$ cat config.mk
export PLATFORM = sky130hd
export DESIGN_NAME = zbus_strobe_filter_flat
export DESIGN_NICKNAME = d
export VERILOG_FILES = /design/src/rtl/zbus_strobe_filter_if.sv /design/src/rtl/zbus_strobe_filter.sv /design/src/flat_wrapper.sv
export SDC_FILE = /design/constraint.sdc
export NUM_CORES = 1
export LEC_CHECK = 0
export CAP_MARGIN = 25
export CORE_MARGIN = 4
export CORE_UTILIZATION = 45
export CTS_CLUSTER_SIZE = 12
export DETAILED_ROUTE_END_ITERATION = 8
export GPL_ROUTABILITY_DRIVEN = 1
export PLACE_DENSITY = 0.73
export SYNTH_ARGS = -nofsm -noshare
export SYNTH_HDL_FRONTEND = slang
export SYNTH_SLANG_ARGS = --single-unit
$ cat constraint.sdc
create_clock -name fclk -period 2 [get_ports fclk]
set_clock_uncertainty 0.2 [all_clocks]
set_input_delay 0.6 -clock fclk [delete_from_list [all_inputs] [get_ports fclk]]
set_output_delay 0.6 -clock fclk [all_outputs]
set_load 0.05 [all_outputs]
$ cat src/rtl/zbus_strobe_filter_if.sv
// Z80 control-strobe bundle: the raw asynchronous strobes going in, and the filtered
// strobes plus access-event pulses coming out.
interface zbus_strobe_filter_if;
    logic       ziorq_n;
    logic       zmreq_n;
    logic       zrd_n;
    logic       zwr_n;
    logic       fiorq_n;
    logic       fmreq_n;
    logic       frd_n;
    logic       fwr_n;
    logic       io_rd_beg;
    logic       io_wr_beg;
    logic       mem_rd_beg;
    logic       mem_wr_beg;
    logic       acc_end;
    logic       acc_active;
    logic [1:0] acc_type;
    logic       bus_err;

    modport master (
        output ziorq_n, zmreq_n, zrd_n, zwr_n,
        input  fiorq_n, fmreq_n, frd_n, fwr_n,
        input  io_rd_beg, io_wr_beg, mem_rd_beg, mem_wr_beg,
        input  acc_end, acc_active, acc_type, bus_err
    );

    modport slave (
        input  ziorq_n, zmreq_n, zrd_n, zwr_n,
        output fiorq_n, fmreq_n, frd_n, fwr_n,
        output io_rd_beg, io_wr_beg, mem_rd_beg, mem_wr_beg,
        output acc_end, acc_active, acc_type, bus_err
    );
endinterface

$ cat src/rtl/zbus_strobe_filter.sv
// Synchronises and deglitches the Z80 strobes on fclk, then classifies each bus access
// and emits single-cycle begin/end/error pulses for the address decoder and sequencer.
module zbus_strobe_filter #(
    parameter int FILT_LEN = 3,
    parameter int CNT_W    = 3
) (
    input logic                fclk,
    input logic                rst,
    zbus_strobe_filter_if.slave bus
);
    typedef enum logic [2:0] {WAIT_IDLE, IDLE, IORD, IOWR, MEMRD, MEMWR} state_e;

    localparam int IO = 3, MR = 2, RD = 1, WR = 0;
    localparam logic [CNT_W-1:0] CNT_LAST = CNT_W'(FILT_LEN - 1);

    logic [3:0]       raw, s1, s2, filt;
    logic [CNT_W-1:0] cnt [4];

    assign raw = {bus.ziorq_n, bus.zmreq_n, bus.zrd_n, bus.zwr_n};

    // NOTE: all state uses non-blocking assignments so every flop samples pre-edge values.
    always_ff @(posedge fclk) begin
        if (rst) begin
            s1 <= '1;
            s2 <= '1;
        end else begin
            s1 <= raw;
            s2 <= s1;
        end
    end

    // A level change must persist for FILT_LEN synchronised samples before it reaches filt.
    always_ff @(posedge fclk) begin
        if (rst) begin
            filt <= '1;
            // NOTE: the counters are a handful of flops, not a RAM, so resetting them is cheap and safe.
            for (int i = 0; i < 4; i++) cnt[i] <= '0;
        end else begin
            for (int i = 0; i < 4; i++) begin
                if (s2[i] == filt[i]) begin
                    cnt[i] <= '0;
                end else if (cnt[i] == CNT_LAST) begin
                    filt[i] <= s2[i];
                    cnt[i]  <= '0;
                end else begin
                    cnt[i] <= cnt[i] + CNT_W'(1);
                end
            end
        end
    end

    logic io_l, mr_l, rd_l, wr_l;
    assign io_l = !filt[IO];
    assign mr_l = !filt[MR];
    assign rd_l = !filt[RD];
    assign wr_l = !filt[WR];

    state_e     state_q, state_d;
    logic       armed_q;
    logic [1:0] type_q, type_d;
    logic [3:0] beg_q, beg_d;
    logic       end_q, end_d, err_q, err_d;

    // NOTE: every output of this block gets a default first, so no path can infer a latch.
    always_comb begin
        state_d = state_q;
        type_d  = type_q;
        beg_d   = '0;
        end_d   = 1'b0;
        err_d   = 1'b0;
        unique case (state_q)
            // Registers all read high straight out of reset, so the exit also waits one
            // cycle and requires both synchroniser stages high; strobes held low across
            // reset release therefore cannot slip through as a phantom access.
            WAIT_IDLE: if (armed_q && (&s1) && (&s2) && (&filt)) state_d = IDLE;
            IDLE: begin
                if ((rd_l && wr_l) || (io_l && mr_l && (rd_l || wr_l))) begin
                    err_d   = 1'b1;
                    state_d = WAIT_IDLE;
                end else if (io_l && rd_l) begin
                    state_d = IORD;  type_d = 2'b00; beg_d[0] = 1'b1;
                end else if (io_l && wr_l) begin
                    state_d = IOWR;  type_d = 2'b01; beg_d[1] = 1'b1;
                end else if (mr_l && rd_l) begin
                    state_d = MEMRD; type_d = 2'b10; beg_d[2] = 1'b1;
                end else if (mr_l && wr_l) begin
                    state_d = MEMWR; type_d = 2'b11; beg_d[3] = 1'b1;
                end
            end
            IORD:  if (!(io_l && rd_l)) begin state_d = IDLE; end_d = 1'b1; end
            IOWR:  if (!(io_l && wr_l)) begin state_d = IDLE; end_d = 1'b1; end
            MEMRD: if (!(mr_l && rd_l)) begin state_d = IDLE; end_d = 1'b1; end
            MEMWR: if (!(mr_l && wr_l)) begin state_d = IDLE; end_d = 1'b1; end
            default: state_d = WAIT_IDLE;
        endcase
    end

    always_ff @(posedge fclk) begin
        if (rst) begin
            state_q <= WAIT_IDLE;
            armed_q <= 1'b0;
            type_q  <= 2'b00;
            beg_q   <= '0;
            end_q   <= 1'b0;
            err_q   <= 1'b0;
        end else begin
            state_q <= state_d;
            armed_q <= 1'b1;
            type_q  <= type_d;
            beg_q   <= beg_d;
            end_q   <= end_d;
            err_q   <= err_d;
        end
    end

    assign bus.fiorq_n    = filt[IO];
    assign bus.fmreq_n    = filt[MR];
    assign bus.frd_n      = filt[RD];
    assign bus.fwr_n      = filt[WR];
    assign bus.io_rd_beg  = beg_q[0];
    assign bus.io_wr_beg  = beg_q[1];
    assign bus.mem_rd_beg = beg_q[2];
    assign bus.mem_wr_beg = beg_q[3];
    assign bus.acc_end    = end_q;
    assign bus.bus_err    = err_q;
    assign bus.acc_active = (state_q == IORD) || (state_q == IOWR) ||
                            (state_q == MEMRD) || (state_q == MEMWR);
    assign bus.acc_type   = type_q;
endmodule
$ cat src/flat_wrapper.sv
// flat-port wrapper written by rule: the top's interface ports become plain ports
module zbus_strobe_filter_flat 
#(
    parameter int FILT_LEN = 3,
    parameter int CNT_W    = 3
)
  (fclk, rst, bus_ziorq_n, bus_zmreq_n, bus_zrd_n, bus_zwr_n, bus_fiorq_n, bus_fmreq_n, bus_frd_n, bus_fwr_n, bus_io_rd_beg, bus_io_wr_beg, bus_mem_rd_beg, bus_mem_wr_beg, bus_acc_end, bus_acc_active, bus_acc_type, bus_bus_err);
  zbus_strobe_filter_if bus_i ();
  input logic fclk;
  input logic rst;
  input wire logic [$bits(bus_i.ziorq_n)-1:0] bus_ziorq_n;
  input wire logic [$bits(bus_i.zmreq_n)-1:0] bus_zmreq_n;
  input wire logic [$bits(bus_i.zrd_n)-1:0] bus_zrd_n;
  input wire logic [$bits(bus_i.zwr_n)-1:0] bus_zwr_n;
  output wire logic [$bits(bus_i.fiorq_n)-1:0] bus_fiorq_n;
  output wire logic [$bits(bus_i.fmreq_n)-1:0] bus_fmreq_n;
  output wire logic [$bits(bus_i.frd_n)-1:0] bus_frd_n;
  output wire logic [$bits(bus_i.fwr_n)-1:0] bus_fwr_n;
  output wire logic [$bits(bus_i.io_rd_beg)-1:0] bus_io_rd_beg;
  output wire logic [$bits(bus_i.io_wr_beg)-1:0] bus_io_wr_beg;
  output wire logic [$bits(bus_i.mem_rd_beg)-1:0] bus_mem_rd_beg;
  output wire logic [$bits(bus_i.mem_wr_beg)-1:0] bus_mem_wr_beg;
  output wire logic [$bits(bus_i.acc_end)-1:0] bus_acc_end;
  output wire logic [$bits(bus_i.acc_active)-1:0] bus_acc_active;
  output wire logic [$bits(bus_i.acc_type)-1:0] bus_acc_type;
  output wire logic [$bits(bus_i.bus_err)-1:0] bus_bus_err;
  assign bus_i.ziorq_n = bus_ziorq_n;
  assign bus_i.zmreq_n = bus_zmreq_n;
  assign bus_i.zrd_n = bus_zrd_n;
  assign bus_i.zwr_n = bus_zwr_n;
  assign bus_fiorq_n = bus_i.fiorq_n;
  assign bus_fmreq_n = bus_i.fmreq_n;
  assign bus_frd_n = bus_i.frd_n;
  assign bus_fwr_n = bus_i.fwr_n;
  assign bus_io_rd_beg = bus_i.io_rd_beg;
  assign bus_io_wr_beg = bus_i.io_wr_beg;
  assign bus_mem_rd_beg = bus_i.mem_rd_beg;
  assign bus_mem_wr_beg = bus_i.mem_wr_beg;
  assign bus_acc_end = bus_i.acc_end;
  assign bus_acc_active = bus_i.acc_active;
  assign bus_acc_type = bus_i.acc_type;
  assign bus_bus_err = bus_i.bus_err;
  zbus_strobe_filter #(.FILT_LEN(FILT_LEN), .CNT_W(CNT_W)) u_core (.fclk(fclk), .rst(rst), .bus(bus_i));
endmodule
* Yosys cells after proc, flatten, opt, wreduce, memory -nomap -nowiden
Memories as Yosys holds them, arrays and structs flattened.
Cells that the tools add are included.
** Word-level totals
- Input port bits :: 6
- Logic and storage cells :: 176
- RAM bits :: 12
- Flip-flop bits (word level) :: 24
- Memories kept :: 1
** Cells by class
- Bitwise gates (word level) :: 18
- Muxes and demuxes :: 84
- Add/subtract/negate cells :: 4
- Reduce and logical (&&, ||, !) cells :: 35
- Equality and inequality tests :: 19
** Memory list
- u_core.cnt :: depth 4, bits a word 3, rd ports 4, clocked after Yosys merged registers in 0, wr ports 4, RTL line zbus_strobe_filter.sv:17 : logic [CNT_W-1:0] cnt [4];
** Operators with widths (count)
- $mux 3 :: 22
- $mux 1 :: 56
- $eq 3x2->1 const B :: 6
- $pmux 3 s6 :: 1
- $add 3x1->3 const B :: 4
- $or 1x1->1 :: 12
- $reduce_and 4->1 :: 3
- $logic_and 1x1->1 :: 10
- $mux 2 :: 4
- $ne 2x2->1 const B :: 4
- $reduce_and 2->1 :: 4
- $eq 3x3->1 const B :: 2
- $ne 6x1->1 const B :: 1
- $not 1->1 :: 6
- $reduce_and 6->1 :: 1
- $reduce_or 6->1 :: 1
- $logic_or 1x1->1 :: 5
- $reduce_or 5->1 :: 1
- $eq 1x1->1 :: 4
- $logic_not 1->1 :: 4
- $pmux 1 s4 :: 1
- $reduce_bool 4->1 :: 1
- $reduce_or 4->1 :: 1
- $eq 3x1->1 const B :: 1
- 5 further kinds :: 5

* Depth between registers and ports, before layout
- Depth after elaboration :: 8
- Depth in mapped cells :: 5
- Depth with buffers taken out :: 5

* Worst setup path before layout
OpenSTA, ideal clock, no wires.
- Kind :: register -> register
- Start :: reg u_core.filt[1]
- End :: reg u_core.state_q[0]
- Path buffers :: 0
- Setup slack :: -76 ps
- Period minus slack after synthesis :: 2076 ps
- Data required time :: 1714 ps
- Arrival :: 1790 ps
- Cell stages (with the launch flop) :: 5
- Setup time :: 86 ps
- Cells stage by stage :: dfxtp_1 nand3_1 or4_1 a221o_1 a221oi_2
** On the way
- Cells in the longest elaborated chain, start to end :: 7
- Elaborated cells between the ends (all ways) :: 19
** RTL lines
- from (decl) :: RTL line zbus_strobe_filter.sv:16 : logic [3:0] raw, s1, s2, filt;
- from (signal, indexed assignment) :: RTL line zbus_strobe_filter.sv:43 : filt[i] <= s2[i];
- $logic_not 1->1 :: RTL line zbus_strobe_filter.sv:55 : assign rd_l = !filt[RD];
- $logic_and 1x1->1 :: RTL line zbus_strobe_filter.sv:84, zbus_strobe_filter.sv:92
- $mux 3 :: RTL line zbus_strobe_filter.sv:84 : end else if (mr_l && rd_l) begin
- $mux 3 :: RTL line zbus_strobe_filter.sv:82 : end else if (io_l && wr_l) begin
- $mux 3 :: RTL line zbus_strobe_filter.sv:80 : end else if (io_l && rd_l) begin
- $mux 3 :: RTL line zbus_strobe_filter.sv:77 : if ((rd_l && wr_l) || (io_l && mr_l && (rd_l || wr_l))) begin
- $pmux 3 s6 :: RTL line zbus_strobe_filter.sv:71 : unique case (state_q)
- to (signal assigned) :: RTL line zbus_strobe_filter.sv:107 : state_q <= state_d;
- to (decl) :: RTL line zbus_strobe_filter.sv:58 : state_e state_q, state_d;
Several ways; a longest one is shown, not always the timed one.
A chain may end at the register's enable or synchronous reset.

* Worst setup path after layout
- Start :: reg u_core.state_q[1]
- End :: out bus_acc_active
** On the way
- Cells in the longest elaborated chain, start to end :: 4
- Elaborated cells between the ends (all ways) :: 7
** RTL lines
- $eq 3x2->1 :: RTL line zbus_strobe_filter.sv:126 : assign bus.acc_active = (state_q == IORD) || (state_q == IOWR) ||
- $logic_or 1x1->1 (2 in series) :: RTL line zbus_strobe_filter.sv:126
- $logic_or 1x1->1 (*) :: RTL line zbus_strobe_filter.sv:127 : (state_q == MEMRD) || (state_q == MEMWR);
- to (decl) :: RTL line flat_wrapper.sv:24 : output wire logic [$bits(bus_i.acc_active)-1:0] bus_acc_active;
Every way passes the cells marked *; elsewhere a longest branch is shown, timed or not.

==> metrics.md <==
| Metric | Value |
|---|---|
| Gr usage total | 15.4% |
| Critical path startpoint category | register |
| CTS root buf | clkbuf_8 |
| # fillers | 292 |
| Worst path slowest cell | dfxtp_2 |
| Hold Startpoint | u_core.s1[2] |
| Synth-to-Final Area Change | 31.9% |
| Leak | 0.862 nW |
| Max-cap viol count | 0 |
| Post-synthesis sequential area ratio | 50.6% |
| Row count | 21 |
| Syn avg cell area | 9.90 µm² |
| Placeable Area | 3440 µm² |
| Number of cells on the worst hold path | 1 |
| RSZ-0062 raised after global routing | false |
| Worst-Skew Late Latency | 290 ps |
| Final Hold Fails | 0 |
| Area contributors post-synth | dfxtp_1 29%, edfxtp_1 22%, ha_1 6.8% |
| Hold Path End | u_core.s2[2] |
| Initial Util | 48.3% |
| Post-synth top area share | 28.9% |
| Final Slew Violations | 0 |
| Worst setup EP type | primary output |
| Antenna diodes | 0 |
| H-tree levels | 2 |
| Worst-path fanout max | 9 |
| Reg-to-reg slack, setup | 170 ps |
| CP startpoint | u_core.state_q[1] |
| Synth Instances | 168 |
| Post-CTS setup buffers | 0 |
| Layout cell share with drive strength beyond 1 | 17.2% |
| First-pass GRT wire length | 5.23 mm |
| Total CTS buffers | 5 |
| IO Pins | 19 |
| Fin crit share | 95.1% |
| Setup CP Type | reg2out |
| Iteration-0 DRC Markers | 54 |
| Register bit total from synthesis | 36 |
| Sequential Area | 848 µm² |
| Yosys warns | 0 |
| HP Class | reg2reg |
| CTS tree | done |
| Final std cells w/o fill | 249 |
| RePlAce Congestion | 0.811 |
| Die Wd | 68.8 µm |
| Antenna viol nets, final | 0 |
| Gr ovfl total | 0 |
| Vias per inst | 4.95 |
| VDD IR max | 0.000426 V |
| Largest net degree at the start of global routing | 24 |
| Final WL | 2.96 mm |
| CP cell instances | ha_4 -> buf_12 |
| Syn Std Cell Area | 1660 µm² |
| Vias in the first global route | 1212 |
| PortBufs | 18 |
| Buffers and inverters on the worst path | 1 |
| F_max | 0.526 GHz |
| Status | finished, final reports clean |
| Final setup vio count | 0 |
| TNS Setup | 0 ps |
| Via count | 1233 |
| Clock transition at path regs | 70 ps |
| Delay-heaviest family, CP | flip-flops |
| Worst reg2reg path startpoint | u_core.filt[3] |
| CTS Sinks | 36 |
| Drt pass-1 iters | 4 |
| WP data required | 1200 ps |
| Detail Placement HPWL | 2.20 mm |
| Netlist cell types | 37 |
| FF-to-FF path depth | 4 |
| Post-route minimum period | 1900 ps |
| Buffer depth of the longest clock path | 2 |
| P per Cell Area | 626 nW/µm² |
| DP Cell Count | 241 |
| Die area | 4730 µm² |
| Max incr delay on CP | 430 ps |
| WP data arrival | 1100 ps |
| Die span in y | 68.8 µm |
| DRC | 0 |
| Capturing point of the worst reg2reg path | u_core.state_q[0] |
| Routed WL per cell | 11.9 µm |
| Final net count | 217 |
| Multi-input gate area | 816 µm² |
| Initial antenna violation count | 0 |
| Area leader, netlist | dfxtp_1 |
repair_timing:
item	CTS	global route
hold buffers	0	0
gates resized for setup	2	1
setup endpoints to repair	1	1
cell usage in the layout, fill, tap and decap left out, drive strengths merged, types with 2 or more instances in the layout:
master         count
nor2              25
dfxtp             24
buf               18
edfxtp            12
conb              12
nand2             11
or2                9
ha                 9
nor3               8
inv                8
a21oi              7
clkbuf             7
nand2b             6
mux2i              6
xnor2              5
clkdlybuf4s50      5
or3b               3
nand3b             3
nor3b              2
a221o              2
nand4              2
nor2b              2
o21ai              2
where the power goes:
group / internal [W] / switching, W
clock: 0.000244 / 0.000241
sequential: 0.000778 / 0.0000145
combinational: 0.0000458 / 0.0000493
worst max-delay path by stage:
stage,to,slack (ps),cells after the start
floorplan,u_core.state_q[0],110,4
detailed placement,u_core.cnt[0][9],80,5
CTS,bus_acc_active,20,2
global route,bus_acc_active,50,2
global placement,u_core.cnt[0][0],90,5
finish,bus_acc_active,100,2
stage by stage:
stage / total power (W) / utilization (%) / setup slack [ps] / hold slack (ps) / cell area (µm²)
final: 0.00137 / 63.7 / 98.2 / 237 / 2190
after CTS: 0.00139 / 63.4 / 24.7 / 247 / 2180
after floorplan: 0.000869 / - / 108 / 208 / 1710
after global placement: 0.000900 / 60.9 / 91.2 / 220 / 2100
after detailed placement: 0.000904 / 60.9 / 75.9 / 229 / 2100
after global routing: 0.00144 / 63.7 / 53.7 / 271 / 2190
cell usage after synthesis (all sizes together):
cell	count
nor3b	2
edfxtp	12
a31oi	1
nor4	1
mux2i	6
nand2	11
a21oi	7
dfxtp	24
buf	3
or4	1
a221oi	1
o21a	1
inv	8
a221o	2
a21o	1
nand4	2
nor2	25
mux2	1
o21ai	2
xor2	1
ha	9
clkbuf	4
nor3	8
o31ai	1
a2bb2oi	1
a21bo	1
xnor2	5
or2	9
nand2b	6
conb	1
nand3b	3
maj3	1
nor2b	2
nand3	1
o21bai	1
or3b	3
area by class of cell:
cell class	instances	share of cell area [%]
flip-flops and latches	36	38.7
multi-input cells	128	37.2
repair buffers	23	16.4
clock buffers	7	3.48
well taps	46	2.62
inverters	8	1.37
clock inverters	1	0.228
per-layer routing:
metal | GRT usage [%] | vias to the layer above | wire length (µm)
met4 | 5.84 | 0 | 51
met1 | 16.5 | 571 | 1290
li1 | - | 633 | -
met5 | 0 | - | 0
met3 | 6.16 | 6 | 165
met2 | 27.1 | 23 | 1460
registers in the layout (all words and copies together), names as in the netlist:
signal	count
u_core.armed_q	1
u_core.beg_q	4
u_core.bus.acc_end	1
u_core.bus.acc_type	2
u_core.bus.bus_err	1
u_core.cnt	12
u_core.filt	4
u_core.s1	4
u_core.s2	4
u_core.state_q	3
cell families after synthesis:
kind of cell	synth area share, %
mux	4.29
other cells	0.226
fa+ha+maj	7.37
simple gates	22.6
buf+inv	3.61
flops	50.6
compound gates	8.13
xor+xnor	3.16
No activity file was read; power rests on OpenSTA's default activity.
